`config.mk`:
```
export PLATFORM = sky130hd
export DESIGN_NAME = pid_gain_cfg_ctrl
export DESIGN_NICKNAME = d
export VERILOG_FILES = /design/src/rtl/pid_gain_cfg_ctrl.sv
export SDC_FILE = /design/constraint.sdc
export NUM_CORES = 1
export LEC_CHECK = 0
export CAP_MARGIN = 20
export CELL_PAD_IN_SITES_DETAIL_PLACEMENT = 0
export CELL_PAD_IN_SITES_GLOBAL_PLACEMENT = 2
export CORE_UTILIZATION = 32
export DETAILED_ROUTE_END_ITERATION = 10
export PLACE_DENSITY = 0.81
export SLEW_MARGIN = 20
export SYNTH_ARGS = -nofsm -noshare
export SYNTH_HDL_FRONTEND = slang
export SYNTH_SLANG_ARGS = --single-unit
```
`constraint.sdc`:
```
create_clock -name clk_50m -period 3.1 [get_ports clk_50m]
set_input_delay 0.775 -clock clk_50m [delete_from_list [all_inputs] [get_ports clk_50m]]
set_output_delay 0.775 -clock clk_50m [all_outputs]
set_load 0.01 [all_outputs]
```
`src/rtl/pid_gain_cfg_ctrl.sv`:
```
// -----------------------------------------------------------------------------
// pid_gain_cfg_ctrl
//   Parses ASCII frames "<KP>,<KI>,<KD>\n" from a byte-level UART receiver,
//   checks syntax and range, and holds the three new gains in a shadow set.
//   The shadow set is committed to the PID datapath atomically on a
//   pid_sample pulse, so the loop never sees a mix of old and new gains.
//   Rejected frames, timeouts and dropped bytes are reported on cfg_err and
//   err_code.
//
// Ports
//   clk_50m     : system clock
//   rst         : synchronous, active-high reset
//   rx_data     : received byte, valid while rx_valid=1
//   rx_valid    : one-cycle strobe per received byte
//   pid_sample  : one-cycle pulse at each PID loop update boundary
//   KP, KI, KD  : committed gains (registered)
//   cfg_update  : pulses in the cycle the new gains become visible
//   cfg_err     : pulses in the cycle after a rejected frame / dropped byte
//   err_code    : cause of last error (1 syntax, 2 range, 3 timeout, 4 overrun)
//   busy        : high while parsing, pending a commit, or discarding
// -----------------------------------------------------------------------------
module pid_gain_cfg_ctrl #(
  parameter int GAIN_W      = 6,
  parameter int MAX_DIGITS  = 3,
  parameter int TIMEOUT_CYC = 43400,
  parameter int DEF_KP      = 3,
  parameter int DEF_KI      = 1,
  parameter int DEF_KD      = 5
) (
  input  logic              clk_50m,
  input  logic              rst,
  input  logic [7:0]        rx_data,
  input  logic              rx_valid,
  input  logic              pid_sample,
  output logic [GAIN_W-1:0] KP,
  output logic [GAIN_W-1:0] KI,
  output logic [GAIN_W-1:0] KD,
  output logic              cfg_update,
  output logic              cfg_err,
  output logic [2:0]        err_code,
  output logic              busy
);

  localparam int ACC_W  = 10;
  localparam int NDIG_W = $clog2(MAX_DIGITS + 1);
  localparam int TMR_W  = $clog2(TIMEOUT_CYC + 1);
  localparam logic [ACC_W-1:0] MAX_GAIN = ACC_W'((1 << GAIN_W) - 1);

  localparam logic [1:0] S_IDLE    = 2'd0;
  localparam logic [1:0] S_PARSE   = 2'd1;
  localparam logic [1:0] S_PEND    = 2'd2;
  localparam logic [1:0] S_DISCARD = 2'd3;

  localparam logic [2:0] E_SYNTAX  = 3'd1;
  localparam logic [2:0] E_RANGE   = 3'd2;
  localparam logic [2:0] E_TIMEOUT = 3'd3;
  localparam logic [2:0] E_OVERRUN = 3'd4;

  logic [1:0]        state_q, state_d;
  logic [ACC_W-1:0]  acc_q, acc_d;
  logic [NDIG_W-1:0] ndig_q, ndig_d;
  logic [1:0]        fld_q, fld_d;
  logic [TMR_W-1:0]  tmr_q, tmr_d;
  logic [GAIN_W-1:0] sh0_q, sh0_d, sh1_q, sh1_d, sh2_q, sh2_d;
  logic [GAIN_W-1:0] kp_q, kp_d, ki_q, ki_d, kd_q, kd_d;
  logic              upd_q, upd_d;
  logic              err_q, err_d;
  logic [2:0]        code_q, code_d;

  logic is_dig, is_sep, is_lf, is_cr, tmo;

  assign is_dig = (rx_data >= 8'h30) && (rx_data <= 8'h39);
  assign is_sep = (rx_data == 8'h2C);
  assign is_lf  = (rx_data == 8'h0A);
  assign is_cr  = (rx_data == 8'h0D);
  // Last idle cycle allowed inside a frame; the timer restarts on every byte.
  assign tmo    = !rx_valid && (tmr_q == TMR_W'(TIMEOUT_CYC - 1));

  always_comb begin
    state_d = state_q;
    acc_d   = acc_q;
    ndig_d  = ndig_q;
    fld_d   = fld_q;
    tmr_d   = '0;
    sh0_d   = sh0_q;
    sh1_d   = sh1_q;
    sh2_d   = sh2_q;
    kp_d    = kp_q;
    ki_d    = ki_q;
    kd_d    = kd_q;
    upd_d   = 1'b0;
    err_d   = 1'b0;
    code_d  = code_q;

    case (state_q)
      S_IDLE: begin
        if (rx_valid) begin
          if (is_dig) begin
            state_d = S_PARSE;
            fld_d   = 2'd0;
            acc_d   = ACC_W'(rx_data[3:0]);
            ndig_d  = NDIG_W'(1);
          end else if (!is_lf && !is_cr) begin
            err_d   = 1'b1;
            code_d  = E_SYNTAX;
            state_d = S_DISCARD;
          end
        end
      end

      S_PARSE: begin
        if (!rx_valid) begin
          tmr_d = tmr_q + TMR_W'(1);
          if (tmo) begin
            err_d   = 1'b1;
            code_d  = E_TIMEOUT;
            state_d = S_IDLE;
          end
        end else if (is_cr) begin
          // CR is transparent but still counts as line activity.
        end else if (is_dig) begin
          if (ndig_q == NDIG_W'(MAX_DIGITS)) begin
            err_d   = 1'b1;
            code_d  = E_SYNTAX;
            state_d = S_DISCARD;
          end else begin
            // Three decimal digits top out at 999, which fits in ACC_W bits.
            acc_d  = acc_q * ACC_W'(10) + ACC_W'(rx_data[3:0]);
            ndig_d = ndig_q + NDIG_W'(1);
          end
        end else if (is_sep) begin
          if (ndig_q == '0 || fld_q == 2'd2) begin
            err_d   = 1'b1;
            code_d  = E_SYNTAX;
            state_d = S_DISCARD;
          end else if (acc_q > MAX_GAIN) begin
            err_d   = 1'b1;
            code_d  = E_RANGE;
            state_d = S_DISCARD;
          end else begin
            if (fld_q == 2'd0) sh0_d = acc_q[GAIN_W-1:0];
            else               sh1_d = acc_q[GAIN_W-1:0];
            fld_d  = fld_q + 2'd1;
            acc_d  = '0;
            ndig_d = '0;
          end
        end else if (is_lf) begin
          // The terminator closes the frame, so errors here return to IDLE
          // rather than waiting for another LF in DISCARD.
          if (fld_q != 2'd2 || ndig_q == '0) begin
            err_d   = 1'b1;
            code_d  = E_SYNTAX;
            state_d = S_IDLE;
          end else if (acc_q > MAX_GAIN) begin
            err_d   = 1'b1;
            code_d  = E_RANGE;
            state_d = S_IDLE;
          end else begin
            sh2_d   = acc_q[GAIN_W-1:0];
            state_d = S_PEND;
          end
        end else begin
          err_d   = 1'b1;
          code_d  = E_SYNTAX;
          state_d = S_DISCARD;
        end
      end

      S_PEND: begin
        if (rx_valid && !is_cr) begin
          err_d  = 1'b1;
          code_d = E_OVERRUN;
        end
        if (pid_sample) begin
          kp_d    = sh0_q;
          ki_d    = sh1_q;
          kd_d    = sh2_q;
          upd_d   = 1'b1;
          state_d = S_IDLE;
        end
      end

      default: begin // S_DISCARD
        if (rx_valid) begin
          if (is_lf) state_d = S_IDLE;
        end else begin
          tmr_d = tmr_q + TMR_W'(1);
          if (tmo) state_d = S_IDLE;
        end
      end
    endcase
  end

  always_ff @(posedge clk_50m) begin
    if (rst) begin
      state_q <= S_IDLE;
      acc_q   <= '0;
      ndig_q  <= '0;
      fld_q   <= '0;
      tmr_q   <= '0;
      kp_q    <= GAIN_W'(DEF_KP);
      ki_q    <= GAIN_W'(DEF_KI);
      kd_q    <= GAIN_W'(DEF_KD);
      upd_q   <= 1'b0;
      err_q   <= 1'b0;
      code_q  <= '0;
    end else begin
      state_q <= state_d;
      acc_q   <= acc_d;
      ndig_q  <= ndig_d;
      fld_q   <= fld_d;
      tmr_q   <= tmr_d;
      kp_q    <= kp_d;
      ki_q    <= ki_d;
      kd_q    <= kd_d;
      upd_q   <= upd_d;
      err_q   <= err_d;
      code_q  <= code_d;
    end
  end

  // Shadow gains are pure data; they are only read after a complete frame.
  always_ff @(posedge clk_50m) begin
    sh0_q <= sh0_d;
    sh1_q <= sh1_d;
    sh2_q <= sh2_d;
  end

  assign KP         = kp_q;
  assign KI         = ki_q;
  assign KD         = kd_q;
  assign cfg_update = upd_q;
  assign cfg_err    = err_q;
  assign err_code   = code_q;
  assign busy       = (state_q != S_IDLE);

endmodule

```
=== After elaboration in Yosys (flattened, before gate mapping) ===
Index checks and enable logic that the tools add are counted.

* Add/sub/neg operators: 4
* $mul: 1
* Order comparisons: 3
* Equal/unequal tests: 31
* Mux-type cells: 78
* Bitwise gates (word level): 8
* Reduce and logical (&&, ||, !) cells: 25

{| class="wikitable"
|+ Operator list
! cell !! number
|-
| 2-to-1 mux 10 bit || 9
|-
| 2-to-1 mux 2 bit || 34
|-
| 2-to-1 mux 3 bit || 14
|-
| AND reduction 8 bit || 4
|-
| inequality test 2 bit, second input constant || 13
|-
| inequality test 3 bit, second input constant || 7
|-
| one-hot mux 10 bit (2 select lines) || 1
|-
| AND reduction 9 bit || 2
|-
| adder 16 x 1 -> 16 bit, second input constant || 1
|-
| == test 16 bit, second input constant || 1
|-
| == test 8 x 4 -> 1 bit, second input constant || 2
|-
| 2-to-1 mux 1 bit || 15
|-
| adder 10 x 4 -> 10 bit || 1
|-
| > comparator 10 x 6 -> 1 bit, second input constant || 1
|-
| multiplier 10 x 3 -> 9 bit, second input constant || 1
|-
| one-hot mux 3 bit (3 select lines) || 1
|-
| == test 8 x 6 -> 1 bit, second input constant || 1
|-
| >= comparator 8 x 6 -> 1 bit, second input constant || 1
|-
| <= comparator 8 x 6 -> 1 bit, second input constant || 1
|-
| inverter 1 bit || 8
|-
| one-hot mux 2 bit (2 select lines) || 2
|-
| AND reduction 7 bit || 1
|-
| == test 2 bit, second input constant || 3
|-
| zero test 2 bit || 3
|-
| 15 further kinds || 23
|}

* Flip-flop bits (word level): 73
* Bits of input ports: 12
* Output and inout port bits: 24

=== Longest topological paths before layout ===
Gate-level depths: netlist of run 1.

* Word-level depth: 9
* Gate-level depth with buffers: 10
* Depth with buffers taken out: 10

=== Least setup slack after synthesis of run 1 ===
OpenSTA, ideal clock, no wires.

* Kind: input to register
* Start point: input rx_data[7]
* End point: register sh1_q[0] (enable)
* Arrival: 2655 ps
* Path slack: 60 ps
* Cell stages on the path: 4
* Path through: or4b_1 > buf_2 > or4_4 > nor4_1

* Longest elaborated chain between the ends: 4
* Elaborated cells between the ends (all ways): 8
* Those cells by class: 2 x order compare; 2 x eq/ne; 2 x bitwise; 2 x reduce/logical

{| class="wikitable"
|+ RTL lines
! element !! RTL line !! RTL
|-
| from (decl) || 32 || <nowiki>input logic [7:0] rx_data,</nowiki>
|-
| >= comparator 8 x 6 -> 1 bit or <= comparator 8 x 6 -> 1 bit (tied branches) || 72 || <nowiki>assign is_dig = (rx_data >= 8'h30) && (rx_data <= 8'h39);</nowiki>
|-
| logical AND 1 bit || 72 ||
|-
| inverter 1 bit (no line) || -- ||
|-
| AND reduction 8 bit (no line) * || -- ||
|-
| to (signal assigned) || 225 || <nowiki>sh1_q <= sh1_d;</nowiki>
|-
| to (decl) || 64 || <nowiki>logic [GAIN_W-1:0] sh0_q, sh0_d, sh1_q, sh1_d, sh2_q, sh2_d;</nowiki>
|}

Every way passes the cells marked *; elsewhere a longest branch is shown, timed or not.
A chain may end at the register's enable or synchronous reset.

=== Final worst setup path of run 1 ===
* Start point: input rx_data[7]
* End point: register acc_q[0]

* Longest elaborated chain between the ends: 6
* Elaborated cells between the ends (all ways): 16
* Those cells by class: 2 x order compare; 8 x eq/ne; 4 x mux; 2 x reduce/logical

{| class="wikitable"
|+ RTL lines
! element !! RTL line !! RTL
|-
| >= comparator 8 x 6 -> 1 bit or <= comparator 8 x 6 -> 1 bit (tied branches) || 72 ||
|-
| logical AND 1 bit || 72 ||
|-
| 2-to-1 mux 10 bit || 121 || <nowiki>end else if (is_dig) begin</nowiki>
|-
| 2-to-1 mux 10 bit || 119 || <nowiki>end else if (is_cr) begin</nowiki>
|-
| 2-to-1 mux 10 bit || 112 || <nowiki>if (!rx_valid) begin</nowiki>
|-
| one-hot mux 10 bit (2 select lines) || 95 || <nowiki>case (state_q)</nowiki>
|-
| to (signal assigned) || 197 || <nowiki>acc_q <= '0;</nowiki>
|-
| to (signal assigned) || 209 || <nowiki>acc_q <= acc_d;</nowiki>
|-
| to (decl) || 60 || <nowiki>logic [ACC_W-1:0] acc_q, acc_d;</nowiki>
|}

Several ways; a longest one is shown, not always the timed one. The select of a mux whose other input is x is not followed.

==> run metrics, run 1 <==
unrepaired setup endpoints after global routing=false; Initial DRC Count=approximately 130; Finished Layout Cells=roughly 600; Avg Cell Area, Syn=just over 9 µm²; Lkg Pwr=roughly 1.8 nW; cts hold-fix bufs=0; Critical Path Stages=8; Setup CP Type=in -> reg; TritonCTS Buffers=9; final worst clock skew=~6 ps; CP delay by family, top=simple AND/OR/NAND/NOR gates; drt via density=between 5 and 6; Root Driver=clkbuf_16; final wirelength=8700 µm; CP endpoint kind=flip-flop; clock sinks=73; CORE AREA=between 10,000 and 15,000 µm²; first-pass GRT wire length=~14,000 µm; CTS tree=yes; via count=between 3,000 and 4,000; CP endpoint=acc_q[0]$_SDFFE_PP0P_; synthesized flop and latch total=73; Syn Inst Count=396; Setup TNS Final=0 ps; Setup WS post-layout=91.9 ps; CP required=around 3400 ps; Synth top area share=between 30% and 40%; initial antenna violation count=0; Wirelength per Cell=14.4 µm; post-CTS resize count=0; maximum vdd drop=~0.30 mV; row count=38; number of global-route vias before repair=2,918; Yosys Warn Count=0; Post-synth EDFFs=18; post-synth cell types=between 50 and 60; placed cells=587; first drt pass iteration count=4; cell taking the most area after synthesis=dfxtp_1; die width=109 µm; final max-slew violation count=0; Final #Nets=495; Final HPWL DP=6400 µm; syn_nets=around 430; Slowest-stage cell, CP=or4b_4; FFs w/ async S/R, synth=0%; CTS Buffer Depth=2; GRT Util Overall=between 10% and 20%; Post-CTS Repair Setup Buffers=0; sequential fraction of the synthesis area=a little under half; Rel. slew slack=a little over two fifths; Critical Path Start=rx_data[7]; Worst Hold Class=reg -> reg; reg-to-reg slack, setup=approximately 350 ps; # diodes=0; Area Overhead vs Synth=28.4%; Synth Cell Area=approximately 3600 µm²; fin crit share=a little over nine tenths; Fin Hold WS=about 440 ps; RR Startpoint=fld_q[0]$_SDFFE_PP0P_; I/O pin total=36; Worst-Skew Late Latency=around 330 ps; post-route ant nets=0; Place WS=-297 ps; Worst Setup Start Kind=input port; Port Buf Inserts=35; Post-synth top flop=dfxtp_1; status=finished clean; pin count of the biggest net entering global routing=33; initial core utilization=between 30% and 40%; RD Place Congestion=slightly below 0.9; Max-cap violations=0; DRC Markers=0; fraction of layout cells with a size suffix above 1=between 10% and 20%; Final Hold Viols=0; most frequent cells in the layout=dfxtp_1 (55), nand2_1 (55), nor2_1 (38), clkdlybuf4s50_1 (33), buf_4 (33); CP Max Fanout=9; Worst Path Buf+Inv=2; worst endpoint data arrival time=roughly 3300 ps; CTS HTree Levels=3; main area contributors after synthesis=dfxtp_1 (30%), edfxtp_1 (15%), ha_1 (7.9%); Die ar.=~12,000 µm²; Die Y=approximately 110 µm; worst r2r dst=acc_q[0]$_SDFFE_PP0P_; grt ovf=0; Clk pin slew, worst setup/hold paths=60 ps; crit-path max cell delay=between 500 and 600 ps; PwrDens=between 600 and 700 nW/µm²; Worst-Margin Slew=roughly 860 ps; Final setup viols=0; worst reg-to-reg path cell count=9; Cell Chain, Critical Path=clkdlybuf4s50_1 > or4b_4 > or4_4 > nand2b_4 > a31o_1 > buf_4 > or2_2 > a21oi_1; max frequency=0.332 GHz; Final min period=about 3000 ps
==> final cells by class <==
| class | count | area, µm² |
|---|---|---|
| tap | 140 | 175 |
| fill | 1072 | 6280 |
| clock buffer | 10 | 239 |
| multi-input combinational | 287 | 1860 |
| clock inverter | 6 | 65.1 |
| timing repair buffer | 68 | 603 |
| inverter | 19 | 71.3 |
| sequential | 73 | 1640 |
==> layer usage <==
layer | vias up | GRT usage [%] | routed length [µm]
met2 | 58 | 24.7 | 3980
li1 | 1524 | - | -
met4 | 0 | 6.27 | 133
met5 | - | 0 | 0
met3 | 13 | 3.44 | 302
met1 | 1443 | 21.7 | 4280
==> power by group <==
group	total, mW	internal (mW)	switching (mW)
clock network	1.05	0.646	0.401
registers	1.11	1.05	0.0556
logic	0.860	0.378	0.482
total	3.02	2.08	0.938
==> synthesized netlist by cell type, types with 3 or more instances <==
library cell  count
nor3b_1           3
a211oi_1          5
a21o_1            3
xor2_1           14
o21ai_0           6
a22oi_1           7
nor4_1            5
inv_1            19
a21oi_1          28
nand2_1          55
nand3_1          20
and4_1            3
o21a_1            3
or4_1             3
nand3b_1          3
clkbuf_1         14
nand4_1           3
dfxtp_1          55
xnor2_1          11
o31ai_1           3
nor2_1           38
and3_1            7
edfxtp_1         18
nor3_1            7
and2_1            3
ha_1             23
or3_1             3
==> worst min-delay path by stage <==
stage                        startpoint             endpoint  slack (ps)  cells past startpoint
CTS                 tmr_q[0]$_SDFF_PP0_  tmr_q[0]$_SDFF_PP0_         440                      1
floorplan           tmr_q[0]$_SDFF_PP0_  tmr_q[0]$_SDFF_PP0_         410                      1
detailed placement  tmr_q[0]$_SDFF_PP0_  tmr_q[0]$_SDFF_PP0_         430                      1
global route        tmr_q[0]$_SDFF_PP0_  tmr_q[0]$_SDFF_PP0_         470                      1
finish              tmr_q[0]$_SDFF_PP0_  tmr_q[0]$_SDFF_PP0_         440                      1
global placement    tmr_q[0]$_SDFF_PP0_  tmr_q[0]$_SDFF_PP0_         420                      1
==> logic make-up (layout without fill, tap and decap cells) <==
| logic type | count (synthesis) | count (layout) | share of synthesized area (%) |
|---|---|---|---|
| buffers and inverters | 36 | 103 | 3.79 |
| and+or+nand+nor | 165 | 165 | 22.7 |
| xor gates and xnor gates | 25 | 25 | 6.03 |
| AOI/OAI and AO/OA | 71 | 71 | 12.9 |
| DFF | 73 | 73 | 45.2 |
| adders and majority gates | 25 | 25 | 9.03 |
| muxes | 1 | 1 | 0.310 |
==> worst register-to-register path, stage by stage, from the launching register on <==
cell	delay, ps
dfxtp_1	350
inv_1	70
ha_1	260
or4bb_4	560
or4_4	450
nand2b_4	160
a31o_1	240
buf_4	180
or2_2	300
a21oi_1	130
==> metrics by stage <==
step / total power [mW] / utilization, % / instance area (µm²)
CTS: 3.05 / 42.4 / 4640
finish: 3.02 / 42.6 / 4660
detailed placement: 1.98 / 39.7 / 4340
global route: 3.20 / 42.6 / 4660
floorplan: 1.63 / - / 3630
global placement: 1.98 / 39.7 / 4340
==> state kept, by name (all words and copies together) (netlist names), 3 cells and up <==
register and cells:
sh2_q 6, tmr_q 16, KP 6, sh1_q 6, sh0_q 6, err_code 3, acc_q 10, KD 6
KI 6
No activity file was read; power rests on OpenSTA's default activity.
==> inputs of run 2 (changes only) <==
- CORE_MARGIN: not set -> 2
- SKIP_LAST_GASP: not set -> 1
- TNS_END_PERCENT: not set -> 5
==> run 2 against run 1 <==
Compared with the run above:
- non-clock buffer count grew 1
- fmax down 0.33%
- register-to-register slack is essentially flat
- routed wire length up 0.82%
- first-iteration DRC count grew 3.0%
- clock skew rose by 1.6 ps
- critical path type unchanged
==> run metrics, run 2 (same netlist as run 1, synthesis figures left out) <==
CTS HTree Levels=3; Setup CP Type=in -> reg; first-pass GRT wire length=about 15,000 µm; clock sinks=73; grt ovf=0; Reg with most FFs=tmr_q; max reg flops=16; initial core utilization=between 30% and 40%; final wirelength=~8800 µm; TritonCTS Buffers=9; first drt pass iteration count=4; Worst-Margin Slew=795 ps; Worst Setup Start Kind=input port; GRT Util Overall=roughly 15%; worst r2r dst=acc_q[7]$_SDFFE_PP0P_; CTS Buffer Depth=2; crit-path max cell delay=about 510 ps; Area Overhead vs Synth=28.1%; Final setup viols=0; post-route ant nets=0; number of global-route vias before repair=2,967; final worst clock skew=between 7 and 8 ps; Final min period=3020 ps; max frequency=roughly 0.33 GHz; CP endpoint=acc_q[7]$_SDFFE_PP0P_; Final #Nets=~500; CP endpoint kind=flip-flop; Port Buf Inserts=35; RR Startpoint=fld_q[0]$_SDFFE_PP0P_; fraction of layout cells with a size suffix above 1=between 10% and 20%; most frequent cells in the layout=dfxtp_1 (55), nand2_1 (55), nor2_1 (38), clkdlybuf4s50_1 (34), buf_4 (34); Die Y=111 µm; Root Driver=clkbuf_16; Max-cap violations=0; worst endpoint data arrival time=between 3000 and 4000 ps; CP Max Fanout=3; Finished Layout Cells=~600; placed cells=between 500 and 600; final max-slew violation count=0; status=finished clean; Top Registers=tmr_q (16), acc_q (10); Die ar.=12,200 µm²; Final Hold Viols=0; Critical Path Start=rx_data[3]; reg-to-reg slack, setup=350 ps; Wirelength per Cell=~15 µm; pin count of the biggest net entering global routing=33; PwrDens=644 nW/µm²; Worst-Skew Late Latency=~330 ps; Place WS=-291 ps; via count=3,042; Rel. slew slack=a little under half; initial antenna violation count=0; cts hold-fix bufs=0; CTS tree=yes; row count=38; DRC Markers=0; I/O pin total=36; CP delay by family, top=simple AND/OR/NAND/NOR gates; Lkg Pwr=roughly 1.8 nW; die width=around 110 µm; CP required=3370 ps; Worst Path Buf+Inv=1; RD Place Congestion=0.870; Critical Path Stages=7; # diodes=0; maximum vdd drop=around 0.3 mV; worst reg-to-reg path cell count=8; Setup TNS Final=0 ps; fin crit share=between 90% and 100%; Worst Hold Class=reg -> reg; Cell Chain, Critical Path=clkdlybuf4s50_1 > or4b_4 > or4_4 > nand2b_4 > a31o_1 > or4_1 > a21oi_1; CORE AREA=10,900 µm²; Clk pin slew, worst setup/hold paths=60 ps; Initial DRC Count=between 100 and 150; unrepaired setup endpoints after global routing=false; Final HPWL DP=between 6000 and 7000 µm; Setup WS post-layout=about 82 ps; Slowest-stage cell, CP=clkdlybuf4s50_1; drt via density=~5.0; fillers=between 1,000 and 1,500; Tot Pwr=between 2 and 3 mW
## run 2: cell types whose count changed in the layout (fill, tap and decap cells not counted), sizes merged
cell,delta
clkbuf,+1
buf,+1
clkdlybuf4s50,+1
inv,-1
dlymetal6s2s,-1
## run 2: worst reg2reg max path, cell delays in order (launching register included)
cell and delay, ps:
dfxtp_1 350, inv_1 70, ha_1 250, or4bb_1 550
or4_4 450, nand2b_4 160, a31o_1 240, or4_1 460
a21oi_1 140
## run 2: power by group
group | switching [mW] | internal (mW)
logic | 0.481 | 0.376
clock network | 0.407 | 0.622
registers | 0.0555 | 1.05
## run 2: layer usage
metal,global-route usage (%),wire length [µm],part of all wire [%]
met1,19.3,4280,49
met5,0,0,0
met2,23.8,4040,46
met3,3.46,295,3.4
met4,5.50,160,1.8
## run 2: area by class of cell
| cell class | instances | area [µm²] | area share (%) |
|---|---|---|---|
| tap | 140 | 175 | 3.77 |
| timing repair buffer | 69 | 608 | 13.1 |
| sequential | 73 | 1640 | 35.3 |
| inverter | 19 | 71.3 | 1.53 |
| clock buffer | 11 | 233 | 5.01 |
| multi-input combinational | 287 | 1860 | 40.1 |
| clock inverter | 5 | 56.3 | 1.21 |
## run 2: worst min-delay path by stage
stage / depth (start not counted) / startpoint / slack [ps] / endpoint
6_report: 1 / tmr_q[0]$_SDFF_PP0_ / 440 / tmr_q[0]$_SDFF_PP0_
5_1_grt: 2 / KP[5]$_SDFFE_PP0P_ / 470 / KP[5]$_SDFFE_PP0P_
4_1_cts: 1 / tmr_q[0]$_SDFF_PP0_ / 450 / tmr_q[0]$_SDFF_PP0_
3_5_place_dp: 1 / tmr_q[0]$_SDFF_PP0_ / 440 / tmr_q[0]$_SDFF_PP0_
3_3_place_gp: 1 / tmr_q[0]$_SDFF_PP0_ / 420 / tmr_q[0]$_SDFF_PP0_
2_1_floorplan: 1 / tmr_q[0]$_SDFF_PP0_ / 410 / tmr_q[0]$_SDFF_PP0_
## run 2: what timing repair did
action                     in CTS  in global routing
setup endpoints to repair       0                 11
gates resized for setup         0                  4
buffers inserted                0                  0
## run 2: stage by stage
step / hold slack [ps] / util, % / area [µm²]
global placement: 425 / 39.7 / 4340
floorplan: 413 / - / 3630
CTS: 445 / 42.4 / 4630
global route: 472 / 42.5 / 4650
detailed placement: 436 / 39.7 / 4340
finish: 438 / 42.5 / 4650
